===== config.mk =====
export PLATFORM = sky130hd
export DESIGN_NAME = hazard_unit_flat
export DESIGN_NICKNAME = d
export VERILOG_FILES = /design/src/rtl/hazard_unit_if.sv /design/src/rtl/hazard_unit.sv /design/src/flat_wrapper.sv
export SDC_FILE = /design/constraint.sdc
export NUM_CORES = 1
export LEC_CHECK = 0
export ABC_AREA = 1
export CAP_MARGIN = 20
export CORE_UTILIZATION = 55
export CTS_BUF_LIST = sky130_fd_sc_hd__clkbuf_16
export CTS_CLUSTER_DIAMETER = 200
export DETAILED_ROUTE_END_ITERATION = 10
export PLACE_DENSITY = 0.85
export SKIP_CTS_REPAIR_TIMING = 1
export SYNTH_ARGS = -nofsm -noshare
export SYNTH_HDL_FRONTEND = slang
export SYNTH_SLANG_ARGS = --single-unit

===== constraint.sdc =====
create_clock -name clk -period 4.75 [get_ports clk]
set_clock_uncertainty 0.2 [all_clocks]
set_input_delay 0.7125 -clock clk [delete_from_list [all_inputs] [get_ports clk]]
set_output_delay 0.7125 -clock clk [all_outputs]
set_load 0.05 [all_outputs]

===== src/rtl/hazard_unit_if.sv =====
// Decode/execute control bundle between the datapath and the hazard unit.
// The datapath drives the master side; the hazard unit is the slave.
interface hazard_unit_if;
    logic [4:0] rs_d;
    logic [4:0] rt_d;
    logic       use_rs_d;
    logic       use_rt_d;
    logic       reg_write_d;
    logic       mem_to_reg_d;
    logic       branch_d;
    logic       pc_src_d;
    logic [4:0] reg_file_write_addr_e;
    logic       md_busy_e;
    logic [1:0] forward_a_sel_e;
    logic [1:0] forward_b_sel_e;
    logic       forward_a_d;
    logic       forward_b_d;
    logic       stall_f;
    logic       stall_d;
    logic       stall_e;
    logic       flush_d;
    logic       flush_e;
    logic       flush_m;

    modport master (
        output rs_d, rt_d, use_rs_d, use_rt_d, reg_write_d, mem_to_reg_d,
               branch_d, pc_src_d, reg_file_write_addr_e, md_busy_e,
        input  forward_a_sel_e, forward_b_sel_e, forward_a_d, forward_b_d,
               stall_f, stall_d, stall_e, flush_d, flush_e, flush_m
    );

    modport slave (
        input  rs_d, rt_d, use_rs_d, use_rt_d, reg_write_d, mem_to_reg_d,
               branch_d, pc_src_d, reg_file_write_addr_e, md_busy_e,
        output forward_a_sel_e, forward_b_sel_e, forward_a_d, forward_b_d,
               stall_f, stall_d, stall_e, flush_d, flush_e, flush_m
    );
endinterface


===== src/rtl/hazard_unit.sv =====
// Forwarding, stall and flush control for the five-stage MIPS pipeline,
// tracking register tags through a shadow E/M/W pipeline.
module hazard_unit (
    input  logic         clk,
    input  logic         rst,
    hazard_unit_if.slave hz
);

    // Register 0 is hardwired, so it never produces a dependency.
    function automatic logic tag_hit(input logic [4:0] src, input logic used,
                                     input logic wr, input logic [4:0] dst);
        return used & wr & (src != 5'd0) & (src == dst);
    endfunction

    logic [4:0] rs_e_q, rs_e_d;
    logic [4:0] rt_e_q, rt_e_d;
    logic       use_rs_e_q, use_rs_e_d;
    logic       use_rt_e_q, use_rt_e_d;
    logic       reg_write_e_q, reg_write_e_d;
    logic       mem_to_reg_e_q, mem_to_reg_e_d;
    logic [4:0] wa_m_q, wa_m_d;
    logic       reg_write_m_q, reg_write_m_d;
    logic       mem_to_reg_m_q, mem_to_reg_m_d;
    logic [4:0] wa_w_q, wa_w_d;
    logic       reg_write_w_q, reg_write_w_d;

    logic       md_stall_s;
    logic       branch_stall_s;
    logic [1:0] fwd_a_e_s;
    logic [1:0] fwd_b_e_s;
    logic       fwd_a_d_s;
    logic       fwd_b_d_s;
    logic       stall_fd_s;
    logic       ld_in_m_s;
    logic       alu_in_m_s;

    function automatic logic [1:0] exec_sel(input logic [4:0] src, input logic used);
        logic [1:0] sel;
        if (tag_hit(src, used, reg_write_m_q, wa_m_q)) begin
            sel = mem_to_reg_m_q ? 2'b11 : 2'b10;
        end else if (tag_hit(src, used, reg_write_w_q, wa_w_q)) begin
            sel = 2'b01;
        end else begin
            sel = 2'b00;
        end
        return sel;
    endfunction

    // Hazard detection; every output is forced low while reset is held.
    always_comb begin
        ld_in_m_s      = reg_write_m_q & mem_to_reg_m_q;
        alu_in_m_s     = reg_write_m_q & ~mem_to_reg_m_q;
        md_stall_s     = hz.md_busy_e;
        branch_stall_s = hz.branch_d &
            (tag_hit(hz.rs_d, hz.use_rs_d, reg_write_e_q, hz.reg_file_write_addr_e) |
             tag_hit(hz.rt_d, hz.use_rt_d, reg_write_e_q, hz.reg_file_write_addr_e) |
             tag_hit(hz.rs_d, hz.use_rs_d, ld_in_m_s, wa_m_q) |
             tag_hit(hz.rt_d, hz.use_rt_d, ld_in_m_s, wa_m_q));
        fwd_a_e_s      = exec_sel(rs_e_q, use_rs_e_q);
        fwd_b_e_s      = exec_sel(rt_e_q, use_rt_e_q);
        fwd_a_d_s      = hz.branch_d & tag_hit(hz.rs_d, hz.use_rs_d, alu_in_m_s, wa_m_q);
        fwd_b_d_s      = hz.branch_d & tag_hit(hz.rt_d, hz.use_rt_d, alu_in_m_s, wa_m_q);
        stall_fd_s     = md_stall_s | branch_stall_s;

        if (rst) begin
            hz.forward_a_sel_e = 2'b00;
            hz.forward_b_sel_e = 2'b00;
            hz.forward_a_d     = 1'b0;
            hz.forward_b_d     = 1'b0;
            hz.stall_f         = 1'b0;
            hz.stall_d         = 1'b0;
            hz.stall_e         = 1'b0;
            hz.flush_d         = 1'b0;
            hz.flush_e         = 1'b0;
            hz.flush_m         = 1'b0;
        end else begin
            hz.forward_a_sel_e = fwd_a_e_s;
            hz.forward_b_sel_e = fwd_b_e_s;
            hz.forward_a_d     = fwd_a_d_s;
            hz.forward_b_d     = fwd_b_d_s;
            hz.stall_f         = stall_fd_s;
            hz.stall_d         = stall_fd_s;
            hz.stall_e         = md_stall_s;
            hz.flush_d         = hz.pc_src_d & ~stall_fd_s;
            hz.flush_e         = branch_stall_s & ~md_stall_s;
            hz.flush_m         = md_stall_s;
        end
    end

    // Shadow pipeline next state: advance, E-bubble on branch stall, M-bubble on md stall.
    always_comb begin
        rs_e_d         = hz.rs_d;
        rt_e_d         = hz.rt_d;
        use_rs_e_d     = hz.use_rs_d;
        use_rt_e_d     = hz.use_rt_d;
        reg_write_e_d  = hz.reg_write_d;
        mem_to_reg_e_d = hz.mem_to_reg_d;
        wa_m_d         = hz.reg_file_write_addr_e;
        reg_write_m_d  = reg_write_e_q;
        mem_to_reg_m_d = mem_to_reg_e_q;
        wa_w_d         = wa_m_q;
        reg_write_w_d  = reg_write_m_q;
        if (md_stall_s) begin
            rs_e_d         = rs_e_q;
            rt_e_d         = rt_e_q;
            use_rs_e_d     = use_rs_e_q;
            use_rt_e_d     = use_rt_e_q;
            reg_write_e_d  = reg_write_e_q;
            mem_to_reg_e_d = mem_to_reg_e_q;
            reg_write_m_d  = 1'b0;
            mem_to_reg_m_d = 1'b0;
        end else if (branch_stall_s) begin
            rs_e_d         = 5'd0;
            rt_e_d         = 5'd0;
            use_rs_e_d     = 1'b0;
            use_rt_e_d     = 1'b0;
            reg_write_e_d  = 1'b0;
            mem_to_reg_e_d = 1'b0;
        end else begin
            rs_e_d         = hz.rs_d;
        end
    end

    // Shadow pipeline registers with synchronous reset.
    always_ff @(posedge clk) begin
        if (rst) begin
            rs_e_q         <= 5'd0;
            rt_e_q         <= 5'd0;
            use_rs_e_q     <= 1'b0;
            use_rt_e_q     <= 1'b0;
            reg_write_e_q  <= 1'b0;
            mem_to_reg_e_q <= 1'b0;
            wa_m_q         <= 5'd0;
            reg_write_m_q  <= 1'b0;
            mem_to_reg_m_q <= 1'b0;
            wa_w_q         <= 5'd0;
            reg_write_w_q  <= 1'b0;
        end else begin
            rs_e_q         <= rs_e_d;
            rt_e_q         <= rt_e_d;
            use_rs_e_q     <= use_rs_e_d;
            use_rt_e_q     <= use_rt_e_d;
            reg_write_e_q  <= reg_write_e_d;
            mem_to_reg_e_q <= mem_to_reg_e_d;
            wa_m_q         <= wa_m_d;
            reg_write_m_q  <= reg_write_m_d;
            mem_to_reg_m_q <= mem_to_reg_m_d;
            wa_w_q         <= wa_w_d;
            reg_write_w_q  <= reg_write_w_d;
        end
    end

endmodule


===== src/flat_wrapper.sv =====
// flat-port wrapper written by rule: the top's interface ports become plain ports
module hazard_unit_flat 
  (clk, rst, hz_rs_d, hz_rt_d, hz_use_rs_d, hz_use_rt_d, hz_reg_write_d, hz_mem_to_reg_d, hz_branch_d, hz_pc_src_d, hz_reg_file_write_addr_e, hz_md_busy_e, hz_forward_a_sel_e, hz_forward_b_sel_e, hz_forward_a_d, hz_forward_b_d, hz_stall_f, hz_stall_d, hz_stall_e, hz_flush_d, hz_flush_e, hz_flush_m);
  hazard_unit_if hz_i ();
  input  logic clk;
  input  logic rst;
  input wire logic [$bits(hz_i.rs_d)-1:0] hz_rs_d;
  input wire logic [$bits(hz_i.rt_d)-1:0] hz_rt_d;
  input wire logic [$bits(hz_i.use_rs_d)-1:0] hz_use_rs_d;
  input wire logic [$bits(hz_i.use_rt_d)-1:0] hz_use_rt_d;
  input wire logic [$bits(hz_i.reg_write_d)-1:0] hz_reg_write_d;
  input wire logic [$bits(hz_i.mem_to_reg_d)-1:0] hz_mem_to_reg_d;
  input wire logic [$bits(hz_i.branch_d)-1:0] hz_branch_d;
  input wire logic [$bits(hz_i.pc_src_d)-1:0] hz_pc_src_d;
  input wire logic [$bits(hz_i.reg_file_write_addr_e)-1:0] hz_reg_file_write_addr_e;
  input wire logic [$bits(hz_i.md_busy_e)-1:0] hz_md_busy_e;
  output wire logic [$bits(hz_i.forward_a_sel_e)-1:0] hz_forward_a_sel_e;
  output wire logic [$bits(hz_i.forward_b_sel_e)-1:0] hz_forward_b_sel_e;
  output wire logic [$bits(hz_i.forward_a_d)-1:0] hz_forward_a_d;
  output wire logic [$bits(hz_i.forward_b_d)-1:0] hz_forward_b_d;
  output wire logic [$bits(hz_i.stall_f)-1:0] hz_stall_f;
  output wire logic [$bits(hz_i.stall_d)-1:0] hz_stall_d;
  output wire logic [$bits(hz_i.stall_e)-1:0] hz_stall_e;
  output wire logic [$bits(hz_i.flush_d)-1:0] hz_flush_d;
  output wire logic [$bits(hz_i.flush_e)-1:0] hz_flush_e;
  output wire logic [$bits(hz_i.flush_m)-1:0] hz_flush_m;
  assign hz_i.rs_d = hz_rs_d;
  assign hz_i.rt_d = hz_rt_d;
  assign hz_i.use_rs_d = hz_use_rs_d;
  assign hz_i.use_rt_d = hz_use_rt_d;
  assign hz_i.reg_write_d = hz_reg_write_d;
  assign hz_i.mem_to_reg_d = hz_mem_to_reg_d;
  assign hz_i.branch_d = hz_branch_d;
  assign hz_i.pc_src_d = hz_pc_src_d;
  assign hz_i.reg_file_write_addr_e = hz_reg_file_write_addr_e;
  assign hz_i.md_busy_e = hz_md_busy_e;
  assign hz_forward_a_sel_e = hz_i.forward_a_sel_e;
  assign hz_forward_b_sel_e = hz_i.forward_b_sel_e;
  assign hz_forward_a_d = hz_i.forward_a_d;
  assign hz_forward_b_d = hz_i.forward_b_d;
  assign hz_stall_f = hz_i.stall_f;
  assign hz_stall_d = hz_i.stall_d;
  assign hz_stall_e = hz_i.stall_e;
  assign hz_flush_d = hz_i.flush_d;
  assign hz_flush_e = hz_i.flush_e;
  assign hz_flush_m = hz_i.flush_m;
  hazard_unit u_core (.clk(clk), .rst(rst), .hz(hz_i));
endmodule

# Word-level counts from Yosys, hierarchy flattened
# Cells that the tools add are included.
[op_classes]
reduce_logical = 5
bitwise = 44
eq_ne = 8
mux = 19
[op_table]
columns = ["cell", "count"]
rows = [
  ["5-bit == test", 8],
  ["1-bit bitwise AND", 37],
  ["5-bit nonzero test", 4],
  ["1-bit 2-to-1 mux", 13],
  ["5-bit 2-to-1 mux", 2],
  ["2-bit 2-to-1 mux", 4],
  ["1-bit OR", 4],
  ["1-bit inverter", 3],
  ["2-bit OR reduction", 1],
]
[totals]
elab_cells = 87
inputBits = 24
output_inout_bits = 12
regBits = 27

# Logic depth before layout (Yosys ltp)
[logic_depth]
word_depth = 11
mapped_depth = 12
depth_no_buf = 11

# Worst setup path after synthesis
# No wires, ideal clock.
[synth_timing]
kind = "input to output"
start = "in hz_rs_d[1]"
end = "out hz_flush_d"
path_slack_ps = 1783
path_buffers = 0
arrival_ps = 2055
cell_stages = 9
cell_sequence = "inv_1 -> nand4_1 -> nand2_1 -> nor2_1 -> nor2_1 -> nand3_2 -> nand2_4 -> nand2_1 -> nor2_1"
[synth_between]
elab_chain_cells = 11
[synth_lines]
columns = ["element", "line_no", "rtl"]
rows = [
  ["from (decl)", "flat_wrapper.sv:7", "input wire logic [$bits(hz_i.rs_d)-1:0] hz_rs_d;"],
  ["5-bit nonzero test", "hazard_unit.sv:12", "return used & wr & (src != 5'd0) & (src == dst);"],
  ["1-bit bitwise AND (2 in series)", "hazard_unit.sv:12", ""],
  ["1-bit OR", "hazard_unit.sv:55", "(tag_hit(hz.rs_d, hz.use_rs_d, reg_write_e_q, hz.reg_file_write_addr_e) |"],
  ["1-bit OR (*)", "hazard_unit.sv:56", "tag_hit(hz.rt_d, hz.use_rt_d, reg_write_e_q, hz.reg_file_write_addr_e) |"],
  ["1-bit OR (*)", "hazard_unit.sv:57", "tag_hit(hz.rs_d, hz.use_rs_d, ld_in_m_s, wa_m_q) |"],
  ["1-bit bitwise AND (*)", "hazard_unit.sv:54", "branch_stall_s = hz.branch_d &"],
  ["1-bit OR (*)", "hazard_unit.sv:63", "stall_fd_s = md_stall_s | branch_stall_s;"],
  ["1-bit inverter (*)", "hazard_unit.sv:84", "hz.flush_d = hz.pc_src_d & ~stall_fd_s;"],
  ["1-bit bitwise AND (*)", "hazard_unit.sv:84", ""],
  ["1-bit 2-to-1 mux (*)", "hazard_unit.sv:65", "if (rst) begin"],
  ["to (decl)", "flat_wrapper.sv:24", "output wire logic [$bits(hz_i.flush_d)-1:0] hz_flush_d;"],
]
# Mark *: on every way between the ends. The rest lies on a longest branch, timed or not.

# Final worst setup path
[layout_timing]
start = "in hz_rt_d[3]"
end = "out hz_flush_d"
[layout_between]
elab_chain_cells = 11
[layout_lines]
columns = ["element", "line_no", "rtl"]
rows = [
  ["from (decl)", "flat_wrapper.sv:8", "input wire logic [$bits(hz_i.rt_d)-1:0] hz_rt_d;"],
  ["5-bit nonzero test", "hazard_unit.sv:12", ""],
  ["1-bit bitwise AND (2 in series)", "hazard_unit.sv:12", ""],
  ["1-bit OR", "hazard_unit.sv:55", ""],
  ["1-bit OR", "hazard_unit.sv:56", ""],
  ["1-bit OR (*)", "hazard_unit.sv:57", ""],
  ["1-bit bitwise AND (*)", "hazard_unit.sv:54", ""],
  ["1-bit OR (*)", "hazard_unit.sv:63", ""],
  ["1-bit inverter (*)", "hazard_unit.sv:84", ""],
  ["1-bit bitwise AND (*)", "hazard_unit.sv:84", ""],
  ["1-bit 2-to-1 mux (*)", "hazard_unit.sv:65", ""],
]
# Marks and branches as above.

==> results.cfg <==
[run_status]
outcome = complete, no violations

[clock_tree]
cts_buffer_depth = 2
tritoncts = yes
root_buffer = clkbuf_16
numCtsBuffers = 3
clk_pin_slew_ns = 0.06
insertion_delay_ns = 0.26
cts_sinks = 27
htreeDepth = 1

[route]
drtIter0Drc = 98
drt-pass1-iter-count = 5
drt-wirelength-per-cell_um = 12.3
via_count = 1858
drtAntennaViolNets = 0
drc = 0
drt-total-wl_mm = 4.52
viasPerCell = 5.06

[cells_and_area]
area.growth.synth_to_final_pct = 25.5
drive_above_1_share_pct = 7.12
fin_nets = 348
antenna_cells = 0
post-route-util_pct = 72.5

[worst_setup_path]
crit_type = input pin to primary output
regToRegSetupSlack_ns = 2.94
worstPathArrival_ns = 3.09
worst-path-max-fanout = 17
r2r_cells = 9
required_ns = 3.84
startpoint_type = input pin
worstSetupEndpointType = primary output

[yosys]
ys_seq_area_share_pct = 30.7
synthCells = 288
netlist_area_um2 = 1760
ys_ff_latch = 27
synth-xor-area-share_pct = 4.47
synth_top_family_by_area = simple AND/OR/NAND/NOR gates
synth_simple_gate_area_share_pct = 45.4
synthMuxAreaShare_pct = 0
synthesis.nets = 312
syn_area_per_cell_um2 = 6.12
synth_warnings = 0
ys_types = 29
synth-compound-area-share_pct = 6.32
synthAdderAreaFrac_pct = 0

[floorplan]
die_h_um = 58.6
die_w_um = 58.6
core_um2 = 3050
ios = 36
dieArea_um2 = 3440
start_util_pct = 57.7
rows = 20

[sta]
worst_pin_slew_ns = 0.503
setup-violations-final = 0
tns_ns = 0
hold_viol = 0
max_slew_margin_pct = 66.4
fmax_ghz = 0.250
period_minus_slack_ns = 4.00
rsz0062_at_grt = false
period_share_pct = 84.3
slew_violations = 0

[power]
ir_drop_v = 0.000124
p_leak_nw = 1.09
power_density_nw_per_um2 = 249

[min_path]
hp-class = flip-flop to flip-flop
worstHoldPathCells = 2

[place]
port_buffers = 35
place.gp.congestion = 0.911
dp_hpwl_mm = 3.49

[global_routing]
grt_overflow = 0
grt_use_met2_pct = 46.5
use_met3_pct = 1.98
use_met1_pct = 38.1
grt_pass1_wl_mm = 7.25
grt_pass1_vias = 1596
grt-busiest-layer = met2
grt_max_degree = 18
antenna_found_initial = 0
track_usage_pct = 27.9

[job]
maxCapViolations = 0
## synth_stat cells
cell type	instances	share of area, %
o21ai_0	4	1.1
nand2b_1	1	0.36
nor2_2	2	0.71
a211oi_1	1	0.43
nor2_1	42	8.9
o21ai_1	1	0.28
xnor2_1	3	1.5
o221ai_1	1	0.50
nor3_1	5	1.4
inv_1	45	9.6
clkbuf_2	1	0.28
buf_12	1	1.1
nand3b_1	1	0.43
a21oi_4	1	0.92
clkbuf_1	2	0.43
o22ai_1	4	1.4
or2_2	1	0.36
nor4_1	2	0.71
xor2_1	6	3.0
nand2_4	1	0.64
inv_2	2	0.43
nand3_2	9	5.1
dfxtp_1	27	31
o2111ai_1	1	0.50
nand2_1	96	20
buf_4	3	1.3
nand4_1	5	1.8
a21oi_1	4	1.1
nand3_1	16	4.5
## cells by family (layout without fill, tap and decap cells)
kind of cell | count (synthesis) | in the layout
AND/OR/NAND/NOR | 181 | 181
buffers and inverters | 54 | 89
flip-flops | 27 | 27
AO/OA/AOI/OAI | 17 | 17
XOR/XNOR | 9 | 9
## sequential cells by signal, summed over array words and instances (netlist names)
signal                 count
u_core.rs_e_q              5
u_core.rt_e_q              5
u_core.wa_m_q              5
u_core.wa_w_q              5
u_core.mem_to_reg_e_q      1
u_core.mem_to_reg_m_q      1
u_core.reg_write_e_q       1
u_core.reg_write_m_q       1
u_core.reg_write_w_q       1
u_core.use_rs_e_q          1
u_core.use_rt_e_q          1
## stage by stage
step           std cells  power [mW]  area [um^2]  worst slack, ns  hold WS, ns
3_3_place_gp         363       0.366         2130            0.803        0.226
3_5_place_dp         363       0.368         2130            0.785        0.218
5_1_grt              367       0.572         2210            0.614        0.251
2_1_floorplan        288       0.322         1760             1.78        0.208
4_1_cts              367       0.550         2210            0.782        0.229
6_report             367       0.550         2210            0.747        0.231
## critical path: stages
cell             delay, ns
clkdlybuf4s50_1       0.52
nor2_1                0.15
nand3_1               0.14
nand2_1               0.10
nor2_1                0.05
nor2_1                0.11
nand3_2               0.10
nand2_4               0.22
nand2_1               0.09
nor2_1                0.09
clkdlybuf4s50_1       0.80
## layout make-up
class	count	area (um^2)
Fill cell	269	841
Multi-Input combinational cell	207	991
Sequential cell	27	541
Tap cell	44	55.1
Timing Repair Buffer	38	370
Clock buffer	3	75.1
Inverter	47	176
Clock inverter	1	3.75
## per-layer routing
metal	wire, um	share of wire (%)	vias to the layer above
li1	-	-	958
met1	2110	47	842
met2	2190	48	54
met3	185	4.1	4
met4	34	0.75	0
met5	0	0	-
## power by group
| group | total [mW] | switching (mW) | internal, mW | leakage, nW |
|---|---|---|---|---|
| Clock | 0.185 | 0.0730 | 0.113 | 0.0423 |
| Combinational | 0.112 | 0.0636 | 0.0488 | 0.826 |
| Sequential | 0.253 | 0.0144 | 0.238 | 0.223 |
## final timing paths
check	from	end
max	hz_rt_d[3]	hz_flush_d
min	u_core.mem_to_reg_e_q	u_core.mem_to_reg_m_q
max reg2reg	u_core.wa_m_q[0]	u_core.use_rt_e_q
min reg2reg	u_core.mem_to_reg_e_q	u_core.mem_to_reg_m_q
## cells in the final DEF, fill, tap and decap left out, types with 4 or more instances in the layout
cell	instances
dfxtp_1	27
nand2_1	96
nor2_1	42
o22ai_1	4
o21ai_0	4
clkdlybuf4s50_1	34
nand4_1	5
nand3_2	9
inv_1	46
buf_4	4
a21oi_1	4
nand3_1	16
xor2_1	6
nor3_1	5
(Power assumes the default switching activity.)
